File: config.mk
export PLATFORM = sky130hd
export DESIGN_NAME = dcm_lock_supervisor
export DESIGN_NICKNAME = d
export VERILOG_FILES = /design/src/rtl/clk_pkg.sv /design/src/rtl/sync2.sv /design/src/rtl/dcm_lock_supervisor.sv
export SDC_FILE = /design/constraint.sdc
export NUM_CORES = 1
export LEC_CHECK = 0
export CORE_MARGIN = 1
export CORE_UTILIZATION = 60
export DETAILED_ROUTE_END_ITERATION = 7
export HOLD_SLACK_MARGIN = 0.1
export PLACE_DENSITY = 0.81
export SETUP_SLACK_MARGIN = 0.05
export SLEW_MARGIN = 5
export SYNTH_ARGS = -nofsm -noshare
export SYNTH_HDL_FRONTEND = slang
export SYNTH_HIERARCHICAL = 1
export SYNTH_SLANG_ARGS = --single-unit
File: constraint.sdc
create_clock -name clk48 -period 3.7 [get_ports clk48]
set_input_delay 0.555 -clock clk48 [delete_from_list [all_inputs] [get_ports clk48]]
set_output_delay 0.555 -clock clk48 [all_outputs]
set_load 0.02 [all_outputs]
File: src/rtl/clk_pkg.sv
// Shared definitions for the DCM lock supervisor: FSM state encoding,
// default timing constants and a small saturating-increment helper.
package clk_pkg;

    typedef enum logic [2:0] {
        S_RST    = 3'd0,
        S_WAIT   = 3'd1,
        S_STABLE = 3'd2,
        S_RUN    = 3'd3,
        S_FAIL   = 3'd4
    } sup_state_e;

    localparam int DEF_RST_CYCLES    = 8;
    localparam int DEF_LOCK_TIMEOUT  = 65535;
    localparam int DEF_STABLE_CYCLES = 255;
    localparam int DEF_MAX_RETRY     = 4;
    localparam int DEF_CNT_W         = 16;
    localparam int RETRY_W           = 3;

    // The retry counter saturates at 7 rather than wrapping back to zero.
    function automatic logic [RETRY_W-1:0] retry_inc(input logic [RETRY_W-1:0] v);
        return (v == 3'd7) ? v : v + 3'd1;
    endfunction

endpackage

File: src/rtl/sync2.sv
// Two-flop synchronizer with asynchronous active-low clear, used to bring
// the DCM LOCKED signal into the clk48 domain.
module sync2 (
    input  logic clk_i,
    input  logic rst_ni,
    input  logic d_i,
    output logic q_o
);

    logic meta_q;
    logic sync_q;

    always_ff @(posedge clk_i or negedge rst_ni) begin
        if (!rst_ni) begin
            meta_q <= 1'b0;
            sync_q <= 1'b0;
        end else begin
            meta_q <= d_i;
            sync_q <= meta_q;
        end
    end

    assign q_o = sync_q;

endmodule

File: src/rtl/dcm_lock_supervisor.sv
// Drives the DCM reset, retries until LOCKED is stable for long enough, and
// holds the downstream system reset until the lock has been qualified.
module dcm_lock_supervisor
    import clk_pkg::*;
#(
    parameter int RST_CYCLES    = DEF_RST_CYCLES,
    parameter int LOCK_TIMEOUT  = DEF_LOCK_TIMEOUT,
    parameter int STABLE_CYCLES = DEF_STABLE_CYCLES,
    parameter int MAX_RETRY     = DEF_MAX_RETRY,
    parameter int CNT_W         = DEF_CNT_W
) (
    input  logic       clk48,
    input  logic       rst_n,
    input  logic       dcm_lock,
    input  logic       restart,
    output logic       dcm_rst,
    output logic       sys_rst,
    output logic       clk_ok,
    output logic       fail,
    output logic [2:0] retry_cnt
);

    // Each phase ends on the cycle whose increment would reach its limit.
    localparam logic [CNT_W-1:0] RST_LAST    = CNT_W'(RST_CYCLES - 1);
    localparam logic [CNT_W-1:0] WAIT_LAST   = CNT_W'(LOCK_TIMEOUT - 1);
    localparam logic [CNT_W-1:0] STABLE_LAST = CNT_W'(STABLE_CYCLES - 1);

    sup_state_e         state_q, state_d;
    logic [CNT_W-1:0]   cnt_q, cnt_d, cnt_inc;
    logic [RETRY_W-1:0] retry_q, retry_d;
    logic               dcm_rst_q, sys_rst_q, clk_ok_q, fail_q;
    logic               lock_s;

    sync2 u_lock_sync (
        .clk_i  (clk48),
        .rst_ni (rst_n),
        .d_i    (dcm_lock),
        .q_o    (lock_s)
    );

    assign cnt_inc = (cnt_q == '1) ? cnt_q : cnt_q + CNT_W'(1);

    always_comb begin
        state_d = state_q;
        cnt_d   = cnt_q;
        retry_d = retry_q;
        if (restart) begin
            state_d = S_RST;
            cnt_d   = '0;
            retry_d = '0;
        end else begin
            case (state_q)
                S_RST: begin
                    if (cnt_q >= RST_LAST) begin
                        state_d = S_WAIT;
                        cnt_d   = '0;
                        retry_d = retry_inc(retry_q);
                    end else begin
                        cnt_d = cnt_inc;
                    end
                end
                // A lock seen on the timeout cycle still counts as a lock.
                S_WAIT: begin
                    if (lock_s) begin
                        state_d = S_STABLE;
                        cnt_d   = '0;
                    end else if (cnt_q >= WAIT_LAST) begin
                        state_d = (int'(retry_q) >= MAX_RETRY) ? S_FAIL : S_RST;
                        cnt_d   = '0;
                    end else begin
                        cnt_d = cnt_inc;
                    end
                end
                S_STABLE: begin
                    if (!lock_s) begin
                        state_d = S_WAIT;
                        cnt_d   = '0;
                    end else if (cnt_q >= STABLE_LAST) begin
                        state_d = S_RUN;
                        cnt_d   = '0;
                        retry_d = '0;
                    end else begin
                        cnt_d = cnt_inc;
                    end
                end
                S_RUN: begin
                    if (!lock_s) begin
                        state_d = S_RST;
                        cnt_d   = '0;
                    end
                end
                S_FAIL: begin
                    state_d = S_FAIL;
                end
                default: begin
                    state_d = S_RST;
                    cnt_d   = '0;
                end
            endcase
        end
    end

    // Outputs are decoded from the next state so they line up with state_q.
    always_ff @(posedge clk48 or negedge rst_n) begin
        if (!rst_n) begin
            state_q   <= S_RST;
            cnt_q     <= '0;
            retry_q   <= '0;
            dcm_rst_q <= 1'b1;
            sys_rst_q <= 1'b1;
            clk_ok_q  <= 1'b0;
            fail_q    <= 1'b0;
        end else begin
            state_q   <= state_d;
            cnt_q     <= cnt_d;
            retry_q   <= retry_d;
            dcm_rst_q <= (state_d == S_RST) || (state_d == S_FAIL);
            sys_rst_q <= (state_d != S_RUN);
            clk_ok_q  <= (state_d == S_RUN);
            fail_q    <= (state_d == S_FAIL);
        end
    end

    assign dcm_rst   = dcm_rst_q;
    assign sys_rst   = sys_rst_q;
    assign clk_ok    = clk_ok_q;
    assign fail      = fail_q;
    assign retry_cnt = retry_q;

endmodule

==> metrics.txt <==
outcome finished, final reports clean; worst setup path class flip-flop to flip-flop; FFs w/ async S/R, synth 1.00; Slew HR 0.421; Primary FF master, synth dfrtp_1; Antenna Violating Nets Remaining 0; post-cts gate resize count 0; GP Congestion 0.869; Tot GR Track Use 0.240; critical path arrival ~2.6 ns; Tightest Hold Check Type flip-flop to flip-flop; Overflow after GRT 0; FF-to-FF End cnt_q[8]; switching fraction of total power 0.254; DIE AREA 3110 sq um; Post-synth EDFFs 0; worst vdd ir between 200 and 250 uV; Worst-path clk slew approximately 0.15 ns; Initial Utilization 0.630; setup_tns 0 ns; cts hold-fix bufs 0; Vias/cell 6.65; Seq/Total Area, Yosys 0.405; fillcell total roughly 210; detailed placement HPWL 2440 um; largest net degree at the start of global routing 29; critical path capture point type flip-flop; post-synthesis xor/xnor area fraction 0.0353; Mapped Area roughly 1700 sq um; CTS Sinks 28; n_diodes 0; # rows 19; fmax about 420 MHz; slowest stage cell, crit path nor4_4; PD cells roughly 270 nW/um^2; Synth Warn # 6; Worst Min Path Start u_lock_sync/meta_q; cell count after synthesis 171; initial drt markers roughly 70; CP most frequent cell nor4_4; mean routed wirelength per cell around 16 um; Critical Path Source Type flip-flop; initial antenna violation count 0; critical path peak fanout 15; R2R Setup Slk approximately 1.3 ns; Int Pwr about 0.37 mW; vias in the first global route 1261; syn_area_per_cell 10.2 sq um; core area 2760 sq um; worst slew pin tran 0.862 ns; setup bufs post-CTS 0; CP bufs+invs 0; Seq pwr share 0.644; Clk pwr share 0.257; DRT Pass-1 Iters 4; Synth Area in Compound Gates 0.166; CTS Buf Count 3; Final Instance Count excl. Fillers 207; Post-Synth Adder-Cell Area 0.0288; Net count, final 185; simple-gate share of the synthesized area 0.293; crit path cell chain ha_1 -> a21oi_1 -> nand4_1 -> nor4_4 -> nor4_4 -> nor2_1; via count 1376; Max Buffers Root-to-Sink 2; Final Cycle Share 0.649; Comb pwr share 0.099; number of H-tree levels 1; Fin Clk Skew approximately 0.006 ns; max incr delay on CP 0.78 ns; drc violations 0; #FFs+latches synth 28; setup violators final 0; final WL about 3400 um; R2R cell count 6; Netlist cell types 55; Leakage Power 0.685 nW; Final Hold Viols 0; max cap viols 0; final slew viol count 0; Crit. path cell count 6; Synth Net Count 179; min cycle time layout approximately 2.4 ns; Area growth, synth to finish 5.55%; TritonCTS clock tree built; placed insts roughly 200; Die Wd ~56 um; Hold Crit Endpoint u_lock_sync/q_o; Worst Hold Depth 0; I/O Buffers 10; Die H ~56 um; post-synthesis mux area share 0.0173; NetSw 0.126 mW; RSZ-0062 raised after global routing false; first-pass GRT wire length ~5900 um; reg-to-reg startpoint cnt_q[1]; largest family of logic cells by synthesized area simple AND/OR/NAND/NOR gates; Crit path required time about 3.9 ns; layout cells sized above 1 0.136; clk_lat worst skew roughly 0.32 ns; I/O pin count 11; Top Family by Delay on Critical Path simple AND/OR/NAND/NOR gates; clk root buf clkbuf_4
==> cells by family (layout without fill, tap and decap cells) <==
logic type | after synthesis | after routing
simple gates | 80 | 80
compound gates | 34 | 34
flops | 28 | 28
buf+inv | 15 | 20
xor+xnor | 7 | 7
fa+ha+maj | 4 | 4
mux | 3 | 3
==> worst max-delay path by stage <==
stage,from,to,slack (ns)
2_1_floorplan,cnt_q[1],retry_cnt[1],1.84
3_3_place_gp,restart,cnt_q[0],1.12
3_5_place_dp,restart,cnt_q[12],0.99
4_1_cts,cnt_q[1],cnt_q[8],1.30
5_1_grt,cnt_q[1],cnt_q[11],1.14
6_report,cnt_q[1],cnt_q[8],1.30
==> registers in the layout, summed over array words and instances, names as in the netlist <==
| name | flops |
|---|---|
| retry_cnt | 3 |
| dcm_rst | 1 |
| cnt_q | 16 |
| sys_rst | 1 |
| u_lock_sync/meta_q | 1 |
| u_lock_sync/q_o | 1 |
| fail | 1 |
| state_q | 3 |
| clk_ok | 1 |
==> routing by layer <==
layer	vias up	wire length, um	global-route usage
li1	654	-	-
met1	675	1540	0.333
met2	43	1630	0.386
met3	4	155	0.0326
met4	0	33	0.0857
met5	-	0	0
==> layout make-up <==
cell class | instances | area (sq um) | area share
Tap cell | 31 | 38.8 | 0.0212
Clock buffer | 4 | 26.3 | 0.0143
Inverter | 5 | 18.8 | 0.0102
Sequential cell | 28 | 703 | 0.384
Timing Repair Buffer | 11 | 108 | 0.0587
Multi-Input combinational cell | 128 | 938 | 0.512
==> cell usage in the layout, fill, tap and decap left out, types with 2 or more instances in the layout <==
cell and instances:
a211oi_1 2, clkdlybuf4s50_1 10, mux2i_1 3, a21oi_1 10
nor3_1 3, nand4_1 5, and3_1 3, nand3_1 8
nor2_2 3, nor3b_1 2, clkbuf_4 3, nor4_4 3
ha_1 4, nand2_1 13, nor4_1 5, nor4b_1 2
xnor2_1 7, o211ai_1 4, nand2b_1 3, dfrtp_1 26
or4b_1 2, dfstp_2 2, and4_1 2, and2_1 2
a2111oi_2 4, nor2_1 14, inv_1 4
==> power groups by stage <==
stage | clock (mW) | combinational (mW) | sequential, mW
CTS | 0.133 | 0.0502 | 0.321
detailed placement | 0 | 0.0499 | 0.326
finish | 0.128 | 0.0494 | 0.321
floorplan | 0 | 0.0361 | 0.324
global route | 0.142 | 0.0550 | 0.322
global placement | 0 | 0.0475 | 0.325
==> cell usage after synthesis, types with 2 or more instances <==
master / instances / area share
buf_6: 4 / 0.026
o211ai_1: 4 / 0.017
nor2_1: 14 / 0.030
a21oi_1: 10 / 0.029
nor2_2: 3 / 0.011
and3_1: 3 / 0.011
nor3_1: 3 / 0.0086
nor3b_1: 2 / 0.0086
nor4_4: 3 / 0.037
nor4_1: 5 / 0.018
buf_2: 3 / 0.0086
dfstp_2: 2 / 0.030
xnor2_1: 7 / 0.035
nand2_1: 13 / 0.028
nand3_1: 8 / 0.023
and2_1: 2 / 0.0072
inv_1: 4 / 0.0086
a2111oi_2: 4 / 0.035
mux2i_1: 3 / 0.017
or4b_1: 2 / 0.012
a211oi_1: 2 / 0.0086
ha_1: 4 / 0.029
nor4b_1: 2 / 0.010
nand4_1: 5 / 0.018
and4_1: 2 / 0.010
dfrtp_1: 26 / 0.37
nand2b_1: 3 / 0.011
==> stage by stage <==
step | power (mW) | util | worst slack, ns | hold WS, ns | instance area, sq um
after detailed placement | 0.376 | 0.655 | 0.995 | 0.340 | 1810
final | 0.498 | 0.665 | 1.30 | 0.368 | 1830
after floorplan | 0.360 | - | 1.84 | 0.259 | 1740
after CTS | 0.504 | 0.665 | 1.30 | 0.372 | 1830
after global routing | 0.519 | 0.665 | 1.14 | 0.382 | 1830
after global placement | 0.373 | 0.655 | 1.12 | 0.332 | 1810
==> worst register-to-register path: cells and delay by family (launching register included) <==
kind | cells | cell delay, ns
AND/OR/NAND/NOR | 4 | 1.20
flip-flops | 1 | 0.47
adder cells (fa/ha/maj) | 1 | 0.46
AO/OA/AOI/OAI | 1 | 0.14
(Power assumes the default switching activity.)
